**src/rtl/pc_call_stack.sv**
```systemverilog
// Program counter with jump load, CALL/RET return-address stack
// and sticky stack overflow/underflow flags.
//
// Ports:
//   clk      system clock; every state change happens on posedge
//   clr      synchronous active-high reset; beats every other control
//   CP       count:  pc <= pc + 1 (wraps modulo 2**AW)
//   LP       jump:   pc <= din
//   CALL     push pc + 1 onto the return stack, then pc <= din
//   RET      pop the stack top into pc
//   EP       output enable: bus_out = EP ? pc : 0
//   din      jump/call target taken from the W-bus
//   pc       registered program counter
//   bus_out  OR-muxed bus driver; zero while EP is low
//   sp       stack occupancy, 0..DEPTH
//   ovf      sticky: a CALL arrived while the stack was full
//   unf      sticky: a RET arrived while the stack was empty
//
// Control priority: clr > RET > CALL > LP > CP > hold.

module pc_call_stack #(
    parameter int AW       = 4,
    parameter int DEPTH    = 4,
    parameter int RST_ADDR = 0,
    localparam int SW      = $clog2(DEPTH + 1)
) (
    input  logic          clk,
    input  logic          clr,
    input  logic          CP,
    input  logic          LP,
    input  logic          CALL,
    input  logic          RET,
    input  logic          EP,
    input  logic [AW-1:0] din,
    output logic [AW-1:0] pc,
    output logic [AW-1:0] bus_out,
    output logic [SW-1:0] sp,
    output logic          ovf,
    output logic          unf
);

    // Stack index width; at least one bit so DEPTH == 1 still
    // yields a legal slice of sp.
    localparam int IW = (DEPTH > 1) ? $clog2(DEPTH) : 1;

    localparam logic [AW-1:0] RST_PC = AW'(RST_ADDR);
    localparam logic [SW-1:0] SP_MAX = SW'(DEPTH);

    // Return-address storage. No reset: entries above sp are
    // never read, so their contents do not matter.
    logic [AW-1:0] stack [DEPTH];

    logic          full;
    logic          empty;
    logic [AW-1:0] pc_inc;
    logic [SW-1:0] sp_dec;
    logic [AW-1:0] top;

    // One-hot decoded controls after priority resolution.
    logic do_ret;
    logic do_call;
    logic do_lp;
    logic do_cp;

    // Actual stack movements (a blocked CALL/RET only flags).
    logic push;
    logic pop;

    logic [AW-1:0] pc_nxt;
    logic [SW-1:0] sp_nxt;
    logic          ovf_nxt;
    logic          unf_nxt;

    assign full   = (sp == SP_MAX);
    assign empty  = (sp == '0);
    assign pc_inc = pc + AW'(1);
    assign sp_dec = sp - SW'(1);
    assign top    = stack[sp_dec[IW-1:0]];

    assign do_ret  = RET;
    assign do_call = CALL && !RET;
    assign do_lp   = LP && !CALL && !RET;
    assign do_cp   = CP && !LP && !CALL && !RET;

    assign push = do_call && !full;
    assign pop  = do_ret && !empty;

    always_comb begin
        pc_nxt  = pc;
        sp_nxt  = sp;
        ovf_nxt = ovf;
        unf_nxt = unf;
        unique case (1'b1)
            do_ret: begin
                if (empty) begin
                    unf_nxt = 1'b1;
                end else begin
                    pc_nxt = top;
                    sp_nxt = sp_dec;
                end
            end
            do_call: begin
                if (full) begin
                    ovf_nxt = 1'b1;
                end else begin
                    pc_nxt = din;
                    sp_nxt = sp + SW'(1);
                end
            end
            do_lp: begin
                pc_nxt = din;
            end
            do_cp: begin
                pc_nxt = pc_inc;
            end
            default: begin
                pc_nxt = pc;
            end
        endcase
    end

    always_ff @(posedge clk) begin
        if (clr) begin
            pc  <= RST_PC;
            sp  <= '0;
            ovf <= 1'b0;
            unf <= 1'b0;
        end else begin
            pc  <= pc_nxt;
            sp  <= sp_nxt;
            ovf <= ovf_nxt;
            unf <= unf_nxt;
        end
    end

    // Push writes the return address into the slot sp points at;
    // a clr in the same cycle cancels the push.
    always_ff @(posedge clk) begin
        if (!clr && push) begin
            stack[sp[IW-1:0]] <= pc_inc;
        end
    end

    // pop is consumed through pc_nxt; keep it named for clarity.
    logic unused_pop;
    assign unused_pop = pop;

    // Bus driver is purely combinational from EP and the pc register.
    assign bus_out = EP ? pc : '0;

endmodule

```
**config.mk**
```make
export PLATFORM = sky130hd
export DESIGN_NAME = pc_call_stack
export DESIGN_NICKNAME = d
export VERILOG_FILES = /design/src/rtl/pc_call_stack.sv
export SDC_FILE = /design/constraint.sdc
export NUM_CORES = 1
export LEC_CHECK = 0
export CAP_MARGIN = 20
export CORE_ASPECT_RATIO = 1.1
export CORE_MARGIN = 5
export CORE_UTILIZATION = 50
export CTS_CLUSTER_DIAMETER = 80
export DETAILED_ROUTE_END_ITERATION = 7
export PLACE_DENSITY = 0.73
export SLEW_MARGIN = 20
export SYNTH_ARGS = -nofsm -noshare
export SYNTH_HDL_FRONTEND = slang
export SYNTH_SLANG_ARGS = --single-unit
export TNS_END_PERCENT = 20
```
**constraint.sdc**
```tcl
create_clock -name clk -period 2.01 [get_ports clk]
set_input_delay 0.3015 -clock clk [delete_from_list [all_inputs] [get_ports clk]]
set_output_delay 0.3015 -clock clk [all_outputs]
set_load 0.01 [all_outputs]
```
### Word-level counts from Yosys, hierarchy flattened

Memories as Yosys holds them, arrays and structs flattened.
Cells that the tools add are included.

* muxes and demuxes: 9
* reduce and logical (&&, ||, !) cells: 20
* eq/ne operators: 3
* add/sub/neg operators: 3

Operators by type and width (number)
* 4-bit case mux with 4 select lines: 1
* 4-bit 2-to-1 mux: 3
* 1-bit logical AND: 8
* 3-bit 2-to-1 mux: 2
* 3-bit case mux with 2 select lines: 1
* 3-bit AND reduction: 2
* 1-bit zero test: 5
* 4-bit by 1-bit adder with 4-bit output (second input constant): 1
* 2-bit != test (second input constant): 2
* 2-bit AND reduction: 2
* 4-bit nonzero test: 1
* 3-bit by 1-bit adder with 3-bit output (second input constant): 1
* 3-bit equality test (second input constant): 1
* 3-bit zero test: 1
* 3-bit by 1-bit subtractor with 3-bit output (second input constant): 1
* 1-bit 2-to-1 mux: 2
* 2-bit nonzero test: 1

* output and inout port bits: 13
* word-level logic and storage cells: 40
* RAM bits: 16
* memories: 1
* bits of input ports: 11
* flip-flop bits (word level): 9

Memories
* stack: words 4, width 4, read ports 1, clocked after Yosys merged registers in 0, write ports 1, line 51 `logic [AW-1:0] stack [DEPTH];`

### Logic depth before layout (Yosys ltp)

* depth in word-level cells: 6
* depth in mapped cells: 7
* depth with buffers taken out: 6

### Least setup slack after synthesis

Ideal clock, no wire load.

* path kind: register to register
* start point: reg sp[0]
* end point: mem stack[0][0] (enable)
* slack: 256 ps
* library setup time: 309 ps
* data required time: 1701 ps
* arrival time: 1445 ps
* cell stages (with the launch flop): 8
* cells stage by stage: dfxtp_1 -> buf_2 -> inv_1 -> ha_1 -> nand2_1 -> nand2_1 -> nor2_1 -> and2_1

* word-level cells in the longest chain between the ends: 6

Ends and longest elaborated chain
* start, declared: line 37 `output logic [SW-1:0] sp,`
* start signal, assigned: line 130 `sp <= sp_nxt;`
* 3-bit equality test: line 74 `assign full = (sp == SP_MAX);`
* 1-bit zero test: line 85 `assign push = do_call && !full;`
* 1-bit logical AND: line 85
* 1-bit logical AND: line 139 `if (!clr && push) begin`
* 1-bit 2-to-1 mux: line 139
* 1-bit 2-to-1 mux (not written as such): line 140 `stack[sp[IW-1:0]] <= pc_inc;`
* end, declared: line 51

Parallel ways exist; a longest one is shown, timed or not.

### Final worst setup path

* start point: reg sp[1]
* end point: reg pc[3]

* word-level cells in the longest chain between the ends: 4
* elaborated cells on any way between the ends: 9
* classes of those cells: 1 x add/sub; 3 x eq/ne; 2 x mux; 2 x reduce/logical; 1 x memory

Ends and longest elaborated chain
* 3-bit by 1-bit subtractor with 3-bit output: line 77 `assign sp_dec = sp - SW'(1);`
* memory read 4 x 4 bit
* 4-bit 2-to-1 mux: line 95 `if (empty) begin`
* 4-bit case mux with 4 select lines: line 93 `unique case (1'b1)`
* end signal, assigned: line 129 `pc <= pc_nxt;`
* end, declared: line 35 `output logic [AW-1:0] pc,`

Parallel ways exist; a longest one is shown, timed or not. The select of a mux whose other input is x is not followed.
A chain may end at the register's enable or synchronous reset.

==> run metrics <==
run status=finished clean; via count of the routed design=941; Post-Place Setup Slack=29.2 ps; starting utilization of the core area=51.2%; data required time of the critical path=2280 ps; signal arrival time at the worst endpoint=2070 ps; post-detailed-route DRC marker count=0; clock transition at the registers of the reported paths=150 ps; Core ar.=2470 um2; die area=3640 um2; first-pass GRT wire length=4270 um; r2r endpoint=pc[3]$_SDFFE_PP0P_; antenna violations before repair=0; share of the clock period used by the worst path=89.7%; relative max-transition margin=71.5%; final setup TNS=0 ps; number of failing setup endpoints in the final timing report=0; Synth Net Count=128; largest fanout of any net on the critical path=8; most frequently used cell type in the post-synthesis netlist=edfxtp_1; # fillers=197; drt via density=5.44; clock tree from TritonCTS=built; Final Max Tran Viols=0; Critical Path Source=sp[1]$_SDFFE_PP0P_; setup skew after layout=4.40 ps; Min Clock Period, post-route=1800 ps; multi-input combinational cell area=571 um2; post-CTS repair timing setup buffer count=0; Seq. cell area=661 um2; dominant synthesized flop cell=edfxtp_1; final HPWL from detailed placement=1980 um; Reg-to-Reg Start=sp[1]$_SDFFE_PP0P_; top-level port count=24; Final Hold Violating Endpoints=0; Placer Congestion=0.862; area share of the largest cell type after synthesis=37.9%; R2R setup slack=210 ps; critical path endpoint category=register; worst reg2reg path depth=6; worst-margin pin slew=427 ps; antenna diode count=0; async set-or-reset flop fraction in the synthesized netlist=0%; Netlist cell types=34; Startpoint Class=register; CTS Buf Count=3; total power density per cell area=1220 nW/um2; total wire length after detailed routing=2610 um; post-synthesis sequential area ratio=52.2%; largest incremental delay on the critical path=380 ps; clock tree sinks=25; most used standard cells in the synthesized netlist=16 x edfxtp_1, 13 x nand2_1, 9 x and2_1, 9 x dfxtp_1, 8 x a21oi_1; largest area contributor in the netlist=edfxtp_1; Buffers on Ports=23; maximum capacitance violations=0; Overall Global Routing Usage=15.3%; vias in the first global route=888; number of standard-cell rows in the floorplan=19; pin count of the biggest net entering global routing=17; number of DRC violations after detailed-routing iteration 0=28; post-DR wirelength/cell=15.1 um; worst hold path class=register to register; RSZ-0062 raised after global routing=no; static leakage=0.000586 uW; insertion delay to the later sink of the worst-skew pair=330 ps; Resized Gates After CTS=0; buffer type at the clock tree root=clkbuf_4; cell breakdown of the critical path=inv_1, ha_1, nor2b_1, nand2_1, and2_1, a311oi_2; number of warnings reported in the yosys synthesis log=0; crit path capture=pc[3]$_SDFFE_PP0P_; gate count of the mapped netlist=111; synthesis-to-finish area growth=26.9%; die outline height=62.8 um; Critical Path Slowest Stage Cell=dfxtp_1; Max H-tree Level=1; CTS max path bufs=2; width of the die=58.0 um; cts hold-fix bufs=0; register bit count reported by yosys=25; total gr overflow=0; count of antenna-violating nets left after detailed routing=0; final-layout worst hold slack=474 ps; worst setup slack after layout=207 ps; synthesized area per cell=11.4 um2; fraction of layout instances using a drive strength above 1=12.7%; hold-critical path depth=2; number of nets in the layout=160; count of flip-flops with a built-in enable after synthesis=16; synthesized cell area=1270 um2; type of the worst setup path=register to register; maximum resistive drop on vdd=0.751 mV; Max Clk Rate=0.555 GHz; cell types with the largest area share after synthesis=edfxtp_1 38%, dfxtp_1 14%, mux4_2 7.1%; DR pass1 iterations=4
critical path, delay by kind of cell (launching register included):
| kind | cells | cell delay [ps] |
|---|---|---|
| AND/OR/NAND/NOR | 3 | 660 |
| flip-flops | 1 | 380 |
| AO/OA/AOI/OAI | 1 | 230 |
| buffers and inverters | 1 | 150 |
| adder cells (fa/ha/maj) | 1 | 320 |
kinds of logic (layout without fill, tap and decap cells):
group	Yosys count	count (layout)	share of synthesized area (%)
fa+ha+maj	6	6	5.93
buf+inv	9	40	2.77
mux	4	4	7.11
compound gates	23	23	12.8
xor+xnor	4	4	2.77
flops	25	25	52.2
simple gates	40	40	16.4
power by group:
| group | switching (uW) | internal, uW |
|---|---|---|
| logic | 458 | 469 |
| registers | 88.5 | 689 |
| clock network | 170 | 81.3 |
through the flow:
step | cell area, um2 | std cells | utilization (%) | total power [uW]
after global routing | 1610 | 173 | 65.0 | 2090
after detailed placement | 1580 | 169 | 63.7 | 1720
final | 1610 | 173 | 65.0 | 1960
after global placement | 1580 | 169 | 63.7 | 1690
after floorplan | 1270 | 111 | - | 1370
after CTS | 1610 | 173 | 65.0 | 1970
flip-flops by register name, summed over array words and instances (netlist names):
name	cells
stack	16
unf	1
sp	3
pc	4
ovf	1
worst min-delay path by stage:
stage,from,to
2_1_floorplan,unf$_SDFFE_PP0P_,unf$_SDFFE_PP0P_
3_3_place_gp,unf$_SDFFE_PP0P_,unf$_SDFFE_PP0P_
3_5_place_dp,unf$_SDFFE_PP0P_,unf$_SDFFE_PP0P_
4_1_cts,unf$_SDFFE_PP0P_,unf$_SDFFE_PP0P_
5_1_grt,unf$_SDFFE_PP0P_,unf$_SDFFE_PP0P_
6_report,unf$_SDFFE_PP0P_,unf$_SDFFE_PP0P_
routing by layer:
layer,up-vias,GRT usage [%],share of wire [%]
li1,468,-,-
met1,434,19.3,43
met2,34,24.2,48
met3,5,3.72,6.5
met4,0,6.96,1.8
met5,-,0,0
cells in the final DEF, fill, tap and decap left out, types with 2 or more instances in the layout:
| master | count |
|---|---|
| nor2_1 | 6 |
| nor2b_1 | 2 |
| nand3_1 | 2 |
| ha_1 | 6 |
| o21ai_0 | 2 |
| edfxtp_1 | 16 |
| xnor2_1 | 2 |
| a311oi_1 | 3 |
| mux4_2 | 4 |
| a22o_1 | 2 |
| and2_1 | 9 |
| nand3b_1 | 2 |
| nand2_1 | 13 |
| clkdlybuf4s50_1 | 23 |
| xor2_1 | 2 |
| buf_4 | 7 |
| dfxtp_1 | 9 |
| clkbuf_4 | 3 |
| a21oi_1 | 8 |
| inv_1 | 6 |
final cells by class:
class,count,area share (%)
clock buffer,3,1.40
clock inverter,1,0.545
inverter,6,1.40
multi-input combinational,77,35.5
sequential,25,41.1
tap,31,2.41
timing repair buffer,30,17.6
Note: power is estimated with default switching activity, not from simulation.
